[config.mk]
export PLATFORM = sky130hd
export DESIGN_NAME = ky32_wb_sched_flat
export DESIGN_NICKNAME = d
export VERILOG_FILES = /design/src/rtl/ky32_pkg.sv /design/src/rtl/ky32_wb_sched_if.sv /design/src/rtl/ky32_rr_arb.sv /design/src/rtl/ky32_wb_sched.sv /design/src/flat_wrapper.sv
export SDC_FILE = /design/constraint.sdc
export NUM_CORES = 1
export LEC_CHECK = 0
export ABC_CLOCK_PERIOD_IN_PS = 6800
export CELL_PAD_IN_SITES_DETAIL_PLACEMENT = 0
export CELL_PAD_IN_SITES_GLOBAL_PLACEMENT = 1
export CORE_ASPECT_RATIO = 1.4
export CORE_MARGIN = 2
export CORE_UTILIZATION = 30
export DETAILED_ROUTE_END_ITERATION = 7
export PLACE_DENSITY = 0.7
export SLEW_MARGIN = 20
export SYNTH_ARGS = -nofsm -noshare
export SYNTH_HDL_FRONTEND = slang
export SYNTH_SLANG_ARGS = --single-unit
export TNS_END_PERCENT = 5
[constraint.sdc]
create_clock -name clk -period 6.8 [get_ports clk]
set_clock_uncertainty 0.05 [all_clocks]
set_input_delay 1.02 -clock clk [delete_from_list [all_inputs] [get_ports clk]]
set_output_delay 1.02 -clock clk [all_outputs]
set_load 0.03 [all_outputs]
[src/rtl/ky32_pkg.sv]
// Shared KY32 register-file constants and helpers used by the write-back scheduler.
package ky32_pkg;

  localparam int REG_ADDR_W = 5;
  localparam int NUM_REGS   = 32;
  localparam int XLEN       = 32;

  function automatic logic [NUM_REGS-1:0] onehot5to32(input logic [REG_ADDR_W-1:0] idx);
    logic [NUM_REGS-1:0] m;
    m      = '0;
    m[idx] = 1'b1;
    return m;
  endfunction

endpackage

[src/rtl/ky32_wb_sched_if.sv]
// Issue, write-back source and register-file write-port bundle of the KY32 write-back scheduler.
interface ky32_wb_sched_if #(
  parameter int NSRC = 2,
  parameter int XLEN = 32
);

  logic                   issue_valid;
  logic [4:0]             issue_rs1;
  logic [4:0]             issue_rs2;
  logic [4:0]             issue_rd;
  logic                   issue_rd_we;
  logic                   issue_ready;
  logic [NSRC-1:0]        src_valid;
  logic [5*NSRC-1:0]      src_rd;
  logic [XLEN*NSRC-1:0]   src_data;
  logic [NSRC-1:0]        src_ready;
  logic                   rf_we;
  logic [4:0]             rf_w_addr;
  logic [XLEN-1:0]        rf_wd;

  // issue stage and execution units
  modport master (
    output issue_valid, issue_rs1, issue_rs2, issue_rd, issue_rd_we,
    output src_valid, src_rd, src_data,
    input  issue_ready, src_ready, rf_we, rf_w_addr, rf_wd
  );

  // scheduler
  modport slave (
    input  issue_valid, issue_rs1, issue_rs2, issue_rd, issue_rd_we,
    input  src_valid, src_rd, src_data,
    output issue_ready, src_ready, rf_we, rf_w_addr, rf_wd
  );

endinterface

[src/rtl/ky32_rr_arb.sv]
// Round-robin arbiter: combinational one-hot grant searched from a registered pointer.
module ky32_rr_arb #(
  parameter int NSRC = 2,
  parameter int IW   = (NSRC > 1) ? $clog2(NSRC) : 1
) (
  input  logic            clk,
  input  logic            rst,
  input  logic [NSRC-1:0] req,
  input  logic            advance,
  output logic [NSRC-1:0] grant,
  output logic [IW-1:0]   grant_idx
);

  localparam int SW = IW + 1;

  logic [IW-1:0] ptr_r;
  logic          found_s;
  logic [SW-1:0] sum_s;
  logic [IW-1:0] idx_s;

  // first requester at or after the pointer, wrapping modulo NSRC
  always_comb begin
    grant     = '0;
    grant_idx = '0;
    found_s   = 1'b0;
    sum_s     = '0;
    idx_s     = '0;
    for (int i = 0; i < NSRC; i++) begin
      sum_s = {1'b0, ptr_r} + SW'(i);
      if (sum_s >= SW'(NSRC)) begin
        sum_s = sum_s - SW'(NSRC);
      end else begin
        sum_s = sum_s;
      end
      idx_s = sum_s[IW-1:0];
      if (!found_s && req[idx_s]) begin
        found_s      = 1'b1;
        grant[idx_s] = 1'b1;
        grant_idx    = idx_s;
      end else begin
        found_s = found_s;
      end
    end
  end

  // pointer moves past the winner; holds when nothing was granted
  always_ff @(posedge clk or negedge rst) begin
    if (!rst) begin
      ptr_r <= '0;
    end else if (advance) begin
      ptr_r <= (grant_idx == IW'(NSRC - 1)) ? '0 : grant_idx + IW'(1);
    end else begin
      ptr_r <= ptr_r;
    end
  end

endmodule

[src/rtl/ky32_wb_sched.sv]
// KY32 write-back scheduler: shares the RF write port among NSRC producers and
// tracks per-register busy bits to stall issue on RAW/WAW hazards.
module ky32_wb_sched #(
  parameter int NSRC = 2,
  parameter int XLEN = 32
) (
  input  logic               clk,
  input  logic               rst,
  input  logic               flush,
  ky32_wb_sched_if.slave     bus,
  output logic [31:0]        busy_o,
  output logic               err_o
);

  import ky32_pkg::*;

  localparam int IW = (NSRC > 1) ? $clog2(NSRC) : 1;

  logic [NSRC-1:0]       req_s;
  logic [NSRC-1:0]       grant_s;
  logic [IW-1:0]         gidx_s;
  logic                  grant_any_s;
  logic [REG_ADDR_W-1:0] g_rd_s;
  logic [XLEN-1:0]       g_data_s;
  logic [NUM_REGS-1:0]   busy_r;
  logic [NUM_REGS-1:0]   supp_r;
  logic [NUM_REGS-1:0]   set_s;
  logic [NUM_REGS-1:0]   clr_s;
  logic                  hz_s;
  logic                  err_set_s;
  logic                  err_r;

  // requests are masked while reset is held so no grant leaks out
  assign req_s       = rst ? bus.src_valid : '0;
  assign grant_any_s = |grant_s;

  ky32_rr_arb #(.NSRC(NSRC), .IW(IW)) u_arb (
    .clk       (clk),
    .rst       (rst),
    .req       (req_s),
    .advance   (grant_any_s),
    .grant     (grant_s),
    .grant_idx (gidx_s)
  );

  // hazard check and busy-set request from the issue stage
  always_comb begin
    hz_s = busy_r[bus.issue_rs1] | busy_r[bus.issue_rs2] |
           (bus.issue_rd_we & busy_r[bus.issue_rd]);
    bus.issue_ready = ~hz_s;
    if (bus.issue_valid && !hz_s && bus.issue_rd_we && (bus.issue_rd != 5'd0)) begin
      set_s = onehot5to32(bus.issue_rd);
    end else begin
      set_s = '0;
    end
  end

  // zero-latency write-port mux from the granted source
  always_comb begin
    g_rd_s   = '0;
    g_data_s = '0;
    if (grant_any_s) begin
      g_rd_s   = bus.src_rd[int'(gidx_s)*REG_ADDR_W +: REG_ADDR_W];
      g_data_s = bus.src_data[int'(gidx_s)*XLEN +: XLEN];
    end else begin
      g_rd_s   = '0;
      g_data_s = '0;
    end
    bus.src_ready = grant_s;
    bus.rf_we     = grant_any_s & (g_rd_s != 5'd0);
    bus.rf_w_addr = g_rd_s;
    bus.rf_wd     = g_data_s;
    clr_s         = bus.rf_we ? onehot5to32(g_rd_s) : '0;
    // a retire to an idle register is a protocol error unless it was flushed away
    err_set_s     = bus.rf_we & ~busy_r[g_rd_s] & ~supp_r[g_rd_s];
  end

  // busy mask: set wins over clear, flush overrides both
  always_ff @(posedge clk or negedge rst) begin
    if (!rst) begin
      busy_r <= '0;
    end else if (flush) begin
      busy_r <= '0;
    end else begin
      busy_r <= (busy_r & ~clr_s) | set_s;
    end
  end

  // flushed registers keep an error-suppress bit until they are issued again
  always_ff @(posedge clk or negedge rst) begin
    if (!rst) begin
      supp_r <= '0;
    end else if (flush) begin
      supp_r <= supp_r | busy_r | set_s;
    end else begin
      supp_r <= supp_r & ~set_s;
    end
  end

  // sticky protocol error
  always_ff @(posedge clk or negedge rst) begin
    if (!rst) begin
      err_r <= 1'b0;
    end else if (err_set_s) begin
      err_r <= 1'b1;
    end else begin
      err_r <= err_r;
    end
  end

  assign busy_o = busy_r;
  assign err_o  = err_r;

endmodule

[src/flat_wrapper.sv]
// flat-port wrapper written by rule: the top's interface ports become plain ports
module ky32_wb_sched_flat import ky32_pkg::*;
#(
  parameter int NSRC = 2,
  parameter int XLEN = 32
)
  (clk, rst, flush, busy_o, err_o, bus_issue_valid, bus_issue_rs1, bus_issue_rs2, bus_issue_rd, bus_issue_rd_we, bus_src_valid, bus_src_rd, bus_src_data, bus_issue_ready, bus_src_ready, bus_rf_we, bus_rf_w_addr, bus_rf_wd);
  ky32_wb_sched_if #(.NSRC(NSRC), .XLEN(XLEN)) bus_i ();
  input  logic clk;
  input  logic rst;
  input  logic flush;
  output logic [31:0] busy_o;
  output logic err_o;
  input wire logic [$bits(bus_i.issue_valid)-1:0] bus_issue_valid;
  input wire logic [$bits(bus_i.issue_rs1)-1:0] bus_issue_rs1;
  input wire logic [$bits(bus_i.issue_rs2)-1:0] bus_issue_rs2;
  input wire logic [$bits(bus_i.issue_rd)-1:0] bus_issue_rd;
  input wire logic [$bits(bus_i.issue_rd_we)-1:0] bus_issue_rd_we;
  input wire logic [$bits(bus_i.src_valid)-1:0] bus_src_valid;
  input wire logic [$bits(bus_i.src_rd)-1:0] bus_src_rd;
  input wire logic [$bits(bus_i.src_data)-1:0] bus_src_data;
  output wire logic [$bits(bus_i.issue_ready)-1:0] bus_issue_ready;
  output wire logic [$bits(bus_i.src_ready)-1:0] bus_src_ready;
  output wire logic [$bits(bus_i.rf_we)-1:0] bus_rf_we;
  output wire logic [$bits(bus_i.rf_w_addr)-1:0] bus_rf_w_addr;
  output wire logic [$bits(bus_i.rf_wd)-1:0] bus_rf_wd;
  assign bus_i.issue_valid = bus_issue_valid;
  assign bus_i.issue_rs1 = bus_issue_rs1;
  assign bus_i.issue_rs2 = bus_issue_rs2;
  assign bus_i.issue_rd = bus_issue_rd;
  assign bus_i.issue_rd_we = bus_issue_rd_we;
  assign bus_i.src_valid = bus_src_valid;
  assign bus_i.src_rd = bus_src_rd;
  assign bus_i.src_data = bus_src_data;
  assign bus_issue_ready = bus_i.issue_ready;
  assign bus_src_ready = bus_i.src_ready;
  assign bus_rf_we = bus_i.rf_we;
  assign bus_rf_w_addr = bus_i.rf_w_addr;
  assign bus_rf_wd = bus_i.rf_wd;
  ky32_wb_sched #(.NSRC(NSRC), .XLEN(XLEN)) u_core (.clk(clk), .rst(rst), .flush(flush), .bus(bus_i), .busy_o(busy_o), .err_o(err_o));
endmodule
==> run summary, run 1 <==
The flow ran to the end, and the final reports show no timing, DRC or antenna violations. The number of nets at the end of the flow was 762. TritonCTS built the clock tree.

The worst register-to-register path has a setup slack of 3.62 ns. In this run the worst hold path is classified as register to register. The run gives 0 as the remaining antenna violation count.

STA classifies the critical path endpoint as an output pin. In the post-synthesis netlist, the cell with the most instances is sky130_fd_sc_hd__dfrtp_1. The global-route wire length before repair was 32000 microns; the data required time at the worst endpoint was 5.73 ns.

The x dimension of the die was 112 microns. The die covers 0.0173 sq mm. The post-route netlist has 7.60% of its cells at a drive strength greater than 1. Once the floorplan was initialized, standard cells occupied 30.5% of the core. The power density of the placed cells came out at 190 mW/mm^2. In this run, synthesis inferred 0 flip-flops with an integrated enable. Post-CTS repair changed the size of 0 cells. Buffers inserted during clock tree synthesis total 9. The run gives 0 as the total count of max-transition violations in the final report. The pin count of the biggest net entering global routing was 56. The clock insertion delay at the later pin of the skew report came out at 0.35 ns.

Top flip-flop cell by instance count after synthesis: sky130_fd_sc_hd__dfrtp_1. After detailed routing, the total wire length is 20800 microns. Final hold analysis gives a worst-case slack of 0.418 ns. The logs give 5458 for the number of vias after detailed routing and 1.40 ns for the worst slack after detailed placement.

The filler cells instantiated in the layout total 1614. The floorplan step set the die height to 155 microns. The total area inside the core boundary comes to 0.0160 sq mm. Across every metal layer, demand over resource in global routing totals 23.5%. The pin slew with the least headroom to its limit came out at 1.11 ns. The run gives 55 as the number of placement rows. Clock tree synthesis selected as its root buffer the cell sky130_fd_sc_hd__clkbuf_16. The longest clock path from root to sink contains 2 buffers.

Ranked by instance count, the synthesized netlist is headed by 66 x sky130_fd_sc_hd__dfrtp_1, 40 x sky130_fd_sc_hd__a22o_1, 37 x sky130_fd_sc_hd__nand2_1. The number of antenna diodes in the final layout is 0. Setup repair after global routing left no endpoint under its margin. VDD sags by at most 0.125 mV.

Counting flops with an async set or reset pin after synthesis yields a share of 100%. For the worst setup path, the data arrival time is 4.43 ns. The number of placed instances, taps included, is 854. The dominant cell type by area after synthesis is sky130_fd_sc_hd__dfrtp_1.

The largest individual stage delay along the critical path comes from the cell sky130_fd_sc_hd__clkdlybuf4s50_1. After detailed routing, the number of vias per cell comes to 6.27. The remaining routing DRC violations was 0; the total of endpoints with negative setup slack in the final report was 0.

The final hold violation count was 0. Adding up every negative setup slack in the final design gives 0 ns. The area share of the largest cell type after synthesis was 33.8%. The detailed router's first-iteration violation count is 373, and the number of sinks handled by clock tree synthesis is 66. Max-cap violations in this run came to 0. The run gives 170 as the number of top-level design ports. Final global-route overflow total: 0.

Yosys attributes the largest share of cell area to sky130_fd_sc_hd__dfrtp_1 34%, sky130_fd_sc_hd__a22o_1 7.2%, sky130_fd_sc_hd__mux2i_1 6.4%. In this run the number of H-tree levels came out at 3. The tools report the via count of the first global-routing pass as 5587. After layout, the worst path uses 80.9% of the clock period.

The mean instance size in the synthesized netlist is 9.31 sq um, and the highest attainable clock frequency is 182 MHz. Post-CTS timing repair inserted 0 buffers for setup. The net count after synthesis was 621.

Total power for the finished layout comes to 1.32 mW. The run gives 0.00695 sq mm as the area of all placed cells without fillers. Across all setup checks in the final design, the least slack found is 1.30 ns. The number of buffers added to fix hold violations after cts is 0.

After legalization and detailed placement, the total HPWL measured 15300 microns. The flip-flop and latch count after synthesis is 66. The synthesis-to-finish area growth was 42.3%; the clock-pin slew on the worst setup and hold paths was 0.05 ns.

Once placement finished, the instance area stood at 0.00663 sq mm. The critical path goes through clkdlybuf4s50_1 -> a21boi_1 -> a32oi_1 -> nand2b_1 -> clkinv_1 -> or3_1 -> or3_1 -> clkdlybuf4s50_1. Once layout is complete, the utilization of the core stands at 43.4%. The detailed-route wire length per cell came out at 24.0 microns. STA classifies the critical path startpoint as an input pin. After technology mapping, the gate count stands at 525.

The tools report the count of distinct cell types in the synthesized netlist as 67. For this run, the slowest stage of the critical path takes 0.64 ns. The run gives 870 as the final cell count without fillers. The synthesized area is 0.00489 sq mm, and the leakage component of the power is 2.73 nW. The tools report the synthesis warning total as 0.

The initial antenna violation count was 0. Maximum fanout along the worst path: 10. The logs give 25.7% for the relative max-transition margin and 0.905 for the weighted congestion reported at the end of routability-driven placement.

Sequential elements use 33.8% of the synthesized area. Kind of critical path: input pin to output pin. Number of buffers inserted by port buffering: 169.

The first detailed-routing pass took 6 iterations. Minimum clock period: 5.50 ns.
[cells by family after synthesis]
kind of cell	count (synthesis)	synth area share, %
AO/OA/AOI/OAI	211	31.1
buffers and inverters	57	5.92
flip-flops	66	33.8
multiplexers	43	11.0
AND/OR/NAND/NOR	148	18.2
[placed cells by master (no fill, tap or decap), types with 3 or more instances in the layout]
cell type | synthesis | final
sky130_fd_sc_hd__a31oi_1 | 25 | 25
sky130_fd_sc_hd__o41ai_1 | 8 | 8
sky130_fd_sc_hd__mux2i_1 | 31 | 31
sky130_fd_sc_hd__and3_1 | 5 | 4
sky130_fd_sc_hd__a22oi_1 | 6 | 6
sky130_fd_sc_hd__nand2b_1 | 4 | 4
sky130_fd_sc_hd__nand3_1 | 28 | 28
sky130_fd_sc_hd__nor2_1 | 17 | 17
sky130_fd_sc_hd__nand4_1 | 3 | 3
sky130_fd_sc_hd__o21ai_0 | 29 | 29
sky130_fd_sc_hd__mux4_1 | 3 | 3
sky130_fd_sc_hd__a21o_1 | 8 | 8
sky130_fd_sc_hd__mux4_2 | 4 | 4
sky130_fd_sc_hd__o2bb2ai_1 | 24 | 24
sky130_fd_sc_hd__clkdlybuf4s50_1 | 0 | 168
sky130_fd_sc_hd__inv_1 | 11 | 11
sky130_fd_sc_hd__o211ai_1 | 3 | 3
sky130_fd_sc_hd__a22o_1 | 40 | 40
sky130_fd_sc_hd__mux2_2 | 4 | 4
sky130_fd_sc_hd__nor4_4 | 2 | 3
sky130_fd_sc_hd__nor3_1 | 10 | 10
sky130_fd_sc_hd__a32oi_1 | 4 | 4
sky130_fd_sc_hd__or3_1 | 10 | 10
sky130_fd_sc_hd__dfrtp_1 | 66 | 66
sky130_fd_sc_hd__clkbuf_16 | 0 | 9
sky130_fd_sc_hd__buf_4 | 2 | 5
sky130_fd_sc_hd__a32o_1 | 3 | 3
sky130_fd_sc_hd__a21oi_1 | 36 | 36
sky130_fd_sc_hd__nor2b_1 | 4 | 4
sky130_fd_sc_hd__nand2_1 | 37 | 37
sky130_fd_sc_hd__o311ai_0 | 7 | 7
[power by group]
part	leakage (nW)	switching [mW]	internal, mW	total, mW
clock network	0.151	0.190	0.320	0.510
registers	0.896	0.0258	0.427	0.453
logic	1.68	0.204	0.158	0.362
[metal layers]
metal	global-route usage, %	up-vias	share of wire, %
li1	-	2360	-
met1	26.4	2663	37
met2	42.5	368	50
met3	4.44	67	8.1
met4	11.7	0	4.7
met5	0	-	0
[final cells by class]
type	instances	area (sq um)	area share, %
Multi-Input combinational cell	402	2960	42.6
Timing Repair Buffer	173	1720	24.7
Sequential cell	66	1650	23.7
Tap cell	199	249	3.58
Clock buffer	9	225	3.24
Clock inverter	7	93.8	1.35
Inverter	14	52.6	0.756
[worst max-delay path: cells and delay by family]
family          cells  cell delay, ns
simple gates        3            1.27
compound gates      2            0.49
buf+inv             3            1.64
[final timing paths]
check	depth (start not counted)	to	from
setup / recovery	8	bus_rf_we	bus_src_valid[1]
hold / removal	1	u_core.supp_r[0]	u_core.supp_r[0]
setup reg to reg	7	u_core.supp_r[29]	u_core.busy_o[14]
hold reg to reg	1	u_core.supp_r[0]	u_core.supp_r[0]
max in group asynchronous	2	u_core.busy_o[29]	rst
min in group asynchronous	1	u_core.busy_o[15]	rst
[state kept, by name (all words and copies together), names as in the netlist]
| register | cells |
|---|---|
| u_core.busy_o | 32 |
| u_core.supp_r | 32 |
| u_core.u_arb.ptr_r | 1 |
| u_core.err_o | 1 |
Note: power is estimated with default switching activity, not from simulation.
==> run 2, diff against run 1 <==
--- a/config.mk
+++ b/config.mk
@@ -5,7 +5,7 @@
 export SDC_FILE = /design/constraint.sdc
 export NUM_CORES = 1
 export LEC_CHECK = 0
-export ABC_CLOCK_PERIOD_IN_PS = 6800
+export ABC_CLOCK_PERIOD_IN_PS = 5600
 export CELL_PAD_IN_SITES_DETAIL_PLACEMENT = 0
 export CELL_PAD_IN_SITES_GLOBAL_PLACEMENT = 1
 export CORE_ASPECT_RATIO = 1.4
==> constraint.sdc (replaced) <==
create_clock -name clk -period 5.6 [get_ports clk]
set_clock_uncertainty 0.05 [all_clocks]
set_input_delay 0.84 -clock clk [delete_from_list [all_inputs] [get_ports clk]]
set_output_delay 0.84 -clock clk [all_outputs]
set_load 0.03 [all_outputs]
==> run 2 against run 1 <==
Effect of this change: via count fell by 0.86%; design area rose by 0.16%; routed wire length fell by 0.54%; critical endpoint unchanged.
==> run summary, run 2 (synthesized netlist as in run 1, its figures left out) <==
The run finished with clean final reports. The relative max-transition margin is 26.9% (+1.2 points), and the clock insertion delay at the later pin of the skew report is 0.33 ns (-0.02 ns). The worst path uses 85.8% of the clock period. The x dimension of the die came out at 112 microns (unchanged). The tools report the post-route worst hold slack as 0.430 ns (+0.0129 ns).

Layout cell share with drive strength beyond 1: 8.52% (+0.92 points). The setup slack after layout came out at 0.793 ns (-0.506 ns). The stage delay of the slowest cell on the critical path is 0.62 ns (-0.02 ns). Kind of critical path: input pin to output pin.

The number of buffers inserted by port buffering was 169 (unchanged). CTS placed an instance of sky130_fd_sc_hd__clkbuf_16 at the clock tree root. The type of element capturing the critical path is an output pin.

The detailed-route wire length per cell is 23.6 microns (-1.7%), and the number of vias after detailed routing is 5411 (-0.86%). The startpoint identified for the worst register-to-register timing path is u_core.u_arb.ptr_r. The wire length after detailed routing was 20700 microns (-0.54%). Core area: 0.0160 sq mm (unchanged). The via-per-instance ratio is 6.15 (-2.0%), and the power consumption is 1.52 mW (+14%). The leakage component of the power came out at 2.76 nW (+1.1%).

The logs give 0 ns (unchanged) for the sum of negative setup slack and 2 (unchanged) for the buffer levels on the longest clock path. The number of buffers added to fix hold violations after cts is 0 (unchanged). The run gives 66 (unchanged) as the number of sinks handled by clock tree synthesis. Logic depth of the worst register-to-register path: 7 (unchanged). The first-pass iteration count of the detailed router came out at 6 (unchanged). For this design, the slowest cell found on the critical path is sky130_fd_sc_hd__clkdlybuf4s50_1. The highest attainable clock frequency was 208 MHz. The remaining antenna violation count is 0 (unchanged). The run gives 0.140 mV (+12%) as the maximum vdd ir drop. The tools report the total count of max-transition violations in the final report as 0 (unchanged). The tools report the effective utilization at floorplan as 30.5% (unchanged). The leading cell type in the layout, fill and taps excluded is sky130_fd_sc_hd__clkdlybuf4s50_1. The run gives 0.0173 sq mm (unchanged) as the full die area. The data required time at the worst endpoint is 4.71 ns (-1.02 ns), and the y dimension of the die is 155 microns (unchanged).

Walking the worst path, the cells encountered are clkdlybuf4s50_1 -> a21boi_1 -> a32oi_1 -> nand2b_1 -> inv_1 -> or3_1 -> or3_1 -> clkdlybuf4s50_1. The final hold violation count came out at 0 (unchanged). TritonCTS built the clock tree. The internal reg-to-reg setup slack is 2.65 ns (-0.97 ns), and the remaining routing DRC violations is 0 (unchanged). The final global-route overflow total was 0 (unchanged); the core occupancy in the finished layout was 43.4% (+0.070 points). The logs give 0 (unchanged) for the number of gates given a new drive strength after cts and 0 (unchanged) for the post-CTS setup buffer count.

Setup repair after global routing left no endpoint under its margin. The library cells used most frequently in the layout, excluding fill and tap cells, are 168 x sky130_fd_sc_hd__clkdlybuf4s50_1, 66 x sky130_fd_sc_hd__dfrtp_1, 40 x sky130_fd_sc_hd__a22o_1, 37 x sky130_fd_sc_hd__nand2_1, 36 x sky130_fd_sc_hd__a21oi_1. The half-perimeter wire length of the detailed placement result was 15500 microns (+1.1%); the worst slack after detailed placement was 0.821 ns (-0.583 ns).

The number of CTS-inserted buffers was 9 (unchanged); the via count of the first global-routing pass was 5491 (-1.7%). For the number of placement rows, the log shows 55 (unchanged). The pin slew with the least headroom to its limit is 1.10 ns (-0.00956 ns). The worst setup path is launched from an input pin. The clock-pin slew on the worst setup and hold paths is 0.06 ns (about the same). Initial antenna violation count: 0 (unchanged). The antenna diode count came out at 0 (unchanged). The power density of the placed cells was 218 mW/mm^2 (+14%).

In this run the worst hold path is classified as input pin to async pin. The maximum fanout along the worst path works out to 10 (unchanged). The logs give 170 (unchanged) for the number of top-level design ports and 0.902 (-0.35%) for the weighted congestion reported at the end of routability-driven placement. The logs give 51 (-8.9%) for the pin count of the biggest net entering global routing and 772 (+1.3%) for the number of nets at the end of the flow.

The tools report the count of H-tree levels built during CTS as 3 (unchanged). The total of endpoints with negative setup slack in the final report was 0 (unchanged); the synthesis-to-finish area growth was 42.6%. Subtracting the final worst setup slack from the clock period gives 4.81 ns. The detailed router's first-iteration violation count was 444 (+19%).

The worst register-to-register path ends at u_core.err_o. The arrival time at the worst endpoint was 3.92 ns (-0.51 ns); the total global routing track utilization was 23.4% (-0.14 points). Max-capacitance violation count: 0 (unchanged).

The tools report the global-route wire length before repair as 31200 microns (-2.4%).
-- run 2: worst max-delay path: cells and delay by family --
family | cells | cell delay (ns)
compound gates | 2 | 0.44
simple gates | 3 | 1.18
buf+inv | 3 | 1.46
-- run 2: cell type report --
type	count	area (sq um)
Clock buffer	11	243
Multi-Input combinational cell	402	2950
Inverter	14	52.6
Clock inverter	5	30.0
Fill cell	1637	9070
Sequential cell	66	1650
Tap cell	199	249
Timing Repair Buffer	183	1790
-- run 2: worst max path at each step --
stage	start	endpoint	slack, ns	cells after the start
floorplan	bus_src_valid[1]	bus_rf_we	1.82	8
global placement	bus_issue_rs2[0]	bus_issue_ready	0.86	8
detailed placement	bus_src_valid[1]	bus_rf_we	0.82	8
CTS	bus_src_valid[1]	bus_rf_we	0.81	8
global route	bus_src_valid[1]	bus_rf_we	0.66	8
finish	bus_src_valid[1]	bus_rf_we	0.79	8
-- run 2: through the flow --
stage,instance area (sq um),instances
global placement,6690,864
detailed placement,6690,864
finish,6970,880
floorplan,4890,525
global route,6970,880
CTS,6970,880
-- run 2: per-layer routing --
layer	global-route usage, %	part of all wire [%]	routed length [microns]
met5	0	0	0
met4	11.9	4.2	875
met3	4.64	8.6	1790
met2	42.1	51	10600
met1	26.1	36	7440
-- run 2: power breakdown --
group	total [mW]	internal (mW)	switching [mW]
clock network	0.527	0.309	0.218
logic	0.443	0.196	0.247
registers	0.546	0.518	0.0275
total	1.52	1.02	0.492
==> run 3, diff against run 2 <==
--- a/config.mk
+++ b/config.mk
@@ -6,13 +6,13 @@
 export NUM_CORES = 1
 export LEC_CHECK = 0
 export ABC_CLOCK_PERIOD_IN_PS = 5600
-export CELL_PAD_IN_SITES_DETAIL_PLACEMENT = 0
-export CELL_PAD_IN_SITES_GLOBAL_PLACEMENT = 1
+export CELL_PAD_IN_SITES_DETAIL_PLACEMENT = 1
+export CELL_PAD_IN_SITES_GLOBAL_PLACEMENT = 2
 export CORE_ASPECT_RATIO = 1.4
 export CORE_MARGIN = 2
-export CORE_UTILIZATION = 30
+export CORE_UTILIZATION = 27
 export DETAILED_ROUTE_END_ITERATION = 7
-export PLACE_DENSITY = 0.7
+export PLACE_DENSITY = 0.79
 export SLEW_MARGIN = 20
 export SYNTH_ARGS = -nofsm -noshare
 export SYNTH_HDL_FRONTEND = slang
==> run 3 against run 2 <==
Effect of this change: non-clock buffer count grew 2; critical path depth is the same; design area grew 1.6%; register-to-register slack lost 0.25 ns; die area grew 11%; clock power grew 16%; final cell count grew 4.9%; global-route usage shrank 0.38 points; routed wire length grew 7.8%; critical path type unchanged.
==> run summary, run 3 (synthesized netlist as in run 1, its figures left out) <==
The sum of negative setup slack is 0 ns (unchanged). Clock tree synthesis selected as its root buffer the cell sky130_fd_sc_hd__clkbuf_16. The power consumption is 1.61 mW (+6.0%), and the power density of the placed cells is 227 mW/mm^2 (+4.4%). The antenna diode count is 0 (unchanged), and the number of placement rows is 58 (+5.5%). The half-perimeter wire length of the detailed placement result was 16600 microns (+7.1%); the logic depth of the worst register-to-register path was 8 (+1). Critical path endpoint: bus_rf_we.

The effective utilization at floorplan is 27.4% (-3.1 points). The part of the cycle the worst path needs came out at 89.0% (+3.2 points). The via count of the first global-routing pass was 6014 (+9.5%). The data required time at the worst endpoint is 4.71 ns (about the same), and the number of top-level design ports is 170 (unchanged). The maximum vdd ir drop came out at 0.155 mV (+10%).

The detailed-route wire length per cell came out at 24.2 microns (+2.7%). First-pass iteration count of the detailed router: 5 (-1). Leading cell type in the layout, fill and taps excluded: sky130_fd_sc_hd__clkdlybuf4s50_1. The run gives 22300 microns (+7.8%) as the wire length after detailed routing. The tools report the total global routing track utilization as 23.0% (-0.38 points).

The tools report the max-capacitance violation count as 0 (unchanged). Gate family responsible for the most delay along the worst path: buffers and inverters. The arrival time at the worst endpoint was 4.09 ns (+0.17 ns); the number of vias after detailed routing was 5497 (+1.6%). The initial antenna violation count is 0 (unchanged), and the via-per-instance ratio is 5.96 (-3.1%).

The full die area is 0.0192 sq mm (+11%), and the number of gates given a new drive strength after cts is 0 (unchanged). In this run the worst setup path begins at bus_src_valid[1]. Number of CTS-inserted buffers: 9 (unchanged). The remaining antenna violation count was 0 (unchanged); the weighted congestion reported at the end of routability-driven placement was 0.886 (-1.7%). The highest attainable clock frequency was 201 MHz (-3.5%). The stage delay of the slowest cell on the critical path was 0.64 ns (+0.02 ns); the layout cell share with drive strength beyond 1 was 8.93% (+0.41 points). Post-place instance area: 0.00675 sq mm (+0.88%).

TritonCTS built the clock tree. Walking the worst path, the cells encountered are clkdlybuf4s50_1 -> a21boi_1 -> a32oi_1 -> nand2b_1 -> inv_1 -> or3_1 -> or3_1 -> clkdlybuf4s50_1. The detailed router's first-iteration violation count is 358 (-19%). The number of cells on the critical path was 8 (unchanged). The run finished with clean final reports. The buffering stage count on the worst path with inverters included is 3 (unchanged), and the internal reg-to-reg setup slack is 2.40 ns (-0.25 ns). Post-CTS setup buffer count: 0 (unchanged). The final global-route overflow total is 0 (unchanged), and the x dimension of the die is 118 microns (+5.2%). The global-route wire length before repair was 34200 microns (+9.6%).

The core occupancy in the finished layout was 39.6% (-3.8 points). The library cells used most frequently in the layout, excluding fill and tap cells, are 168 x sky130_fd_sc_hd__clkdlybuf4s50_1, 66 x sky130_fd_sc_hd__dfrtp_1, 40 x sky130_fd_sc_hd__a22o_1, 37 x sky130_fd_sc_hd__nand2_1, 36 x sky130_fd_sc_hd__a21oi_1. Total of endpoints with negative setup slack in the final report: 0 (unchanged).

The min-delay analysis places its worst path in the category input pin to async pin. The master of the slowest instance on the critical path was sky130_fd_sc_hd__clkdlybuf4s50_1. The run gives 0 (unchanged) as the total count of max-transition violations in the final report. The tools report the pin count of the biggest net entering global routing as 51 (unchanged). The pin slew with the least headroom to its limit came out at 0.985 ns (-0.111 ns).

The clock insertion delay at the later pin of the skew report is 0.34 ns (about the same). In this run the critical register-to-register path is captured at u_core.err_o. The tools report the number of sinks handled by clock tree synthesis as 66 (unchanged). Relative to the synthesized area, the layout overhead comes to 44.8%. Clock-pin slew on the worst setup and hold paths: 0.06 ns (about the same). The setup path with the least slack is of type input pin to output pin. The logs give 2072 (+27%) for the count of fill cells added during filler insertion and 2 (unchanged) for the buffer levels on the longest clock path.

The minimum clock period was 4.98 ns (+0.176 ns). The setup slack after layout was 0.617 ns (-0.176 ns). Type of element capturing the critical path: an output pin. Number of nets at the end of the flow: 774 (+0.26%).

The core area was 0.0179 sq mm (+11%). The count of H-tree levels built during CTS is 3 (unchanged). The tools report the critical path startpoint category as an input pin. The tools report the leakage component of the power as 2.79 nW (+1.0%). Setup repair after global routing left no endpoint under its margin. The startpoint identified for the worst register-to-register timing path is u_core.u_arb.ptr_r.

The y dimension of the die was 163 microns (+5.3%). Final hold violation count: 0 (unchanged). The remaining routing DRC violations is 0 (unchanged). The maximum fanout along the worst path works out to 10 (unchanged). The relative max-transition margin is 34.1% (+7.1 points). The area of all placed cells without fillers came out at 0.00708 sq mm (+1.6%). For the worst slack after detailed placement, the log shows 0.725 ns (-0.0957 ns). The number of buffers added to fix hold violations after cts came out at 0 (unchanged). The number of buffers inserted by port buffering was 169 (unchanged).
-- run 3: changes by cell type in the layout (fill, tap and decap cells not counted), sizes merged --
cell    previous run  this run
buf               15        17
bufinv             0         2
clkbuf            11         9
-- run 3: cell type report --
class                           instances  area, sq um  area share (%)
Inverter                               14         52.6           0.743
Clock buffer                            9          225            3.18
Tap cell                              240          300            4.24
Sequential cell                        66         1650            23.3
Clock inverter                          7         93.8            1.33
Multi-Input combinational cell        402         2950            41.6
Timing Repair Buffer                  185         1810            25.5
-- run 3: metrics by stage --
step,cells,hold slack [ns]
6_report,923,0.381
5_1_grt,923,0.398
4_1_cts,922,0.381
3_5_place_dp,906,0.415
3_3_place_gp,906,0.395
2_1_floorplan,525,0.379
-- run 3: worst min-delay path by stage --
stage                             end  cells after the start
floorplan            u_core.supp_r[0]                      1
finish              u_core.busy_o[13]                      1
CTS                 u_core.busy_o[13]                      1
detailed placement   u_core.supp_r[0]                      1
global route        u_core.busy_o[12]                      1
global placement     u_core.supp_r[0]                      1
-- run 3: per-layer routing --
metal  part of all wire, %  GRT usage, %  vias to the layer above  routed length, microns
li1                      -             -                     2386                       -
met1                    37          25.4                     2712                    8340
met2                    51          42.0                      340                   11300
met3                   7.9          4.96                       59                    1770
met4                   4.0          10.6                        0                     884
met5                     0             0                        -                       0
-- run 3: where the power goes --
group | total [mW] | internal [mW] | leakage [nW] | switching [mW]
Combinational | 0.448 | 0.197 | 1.74 | 0.251
Clock | 0.611 | 0.389 | 0.151 | 0.222
Sequential | 0.548 | 0.518 | 0.896 | 0.0299
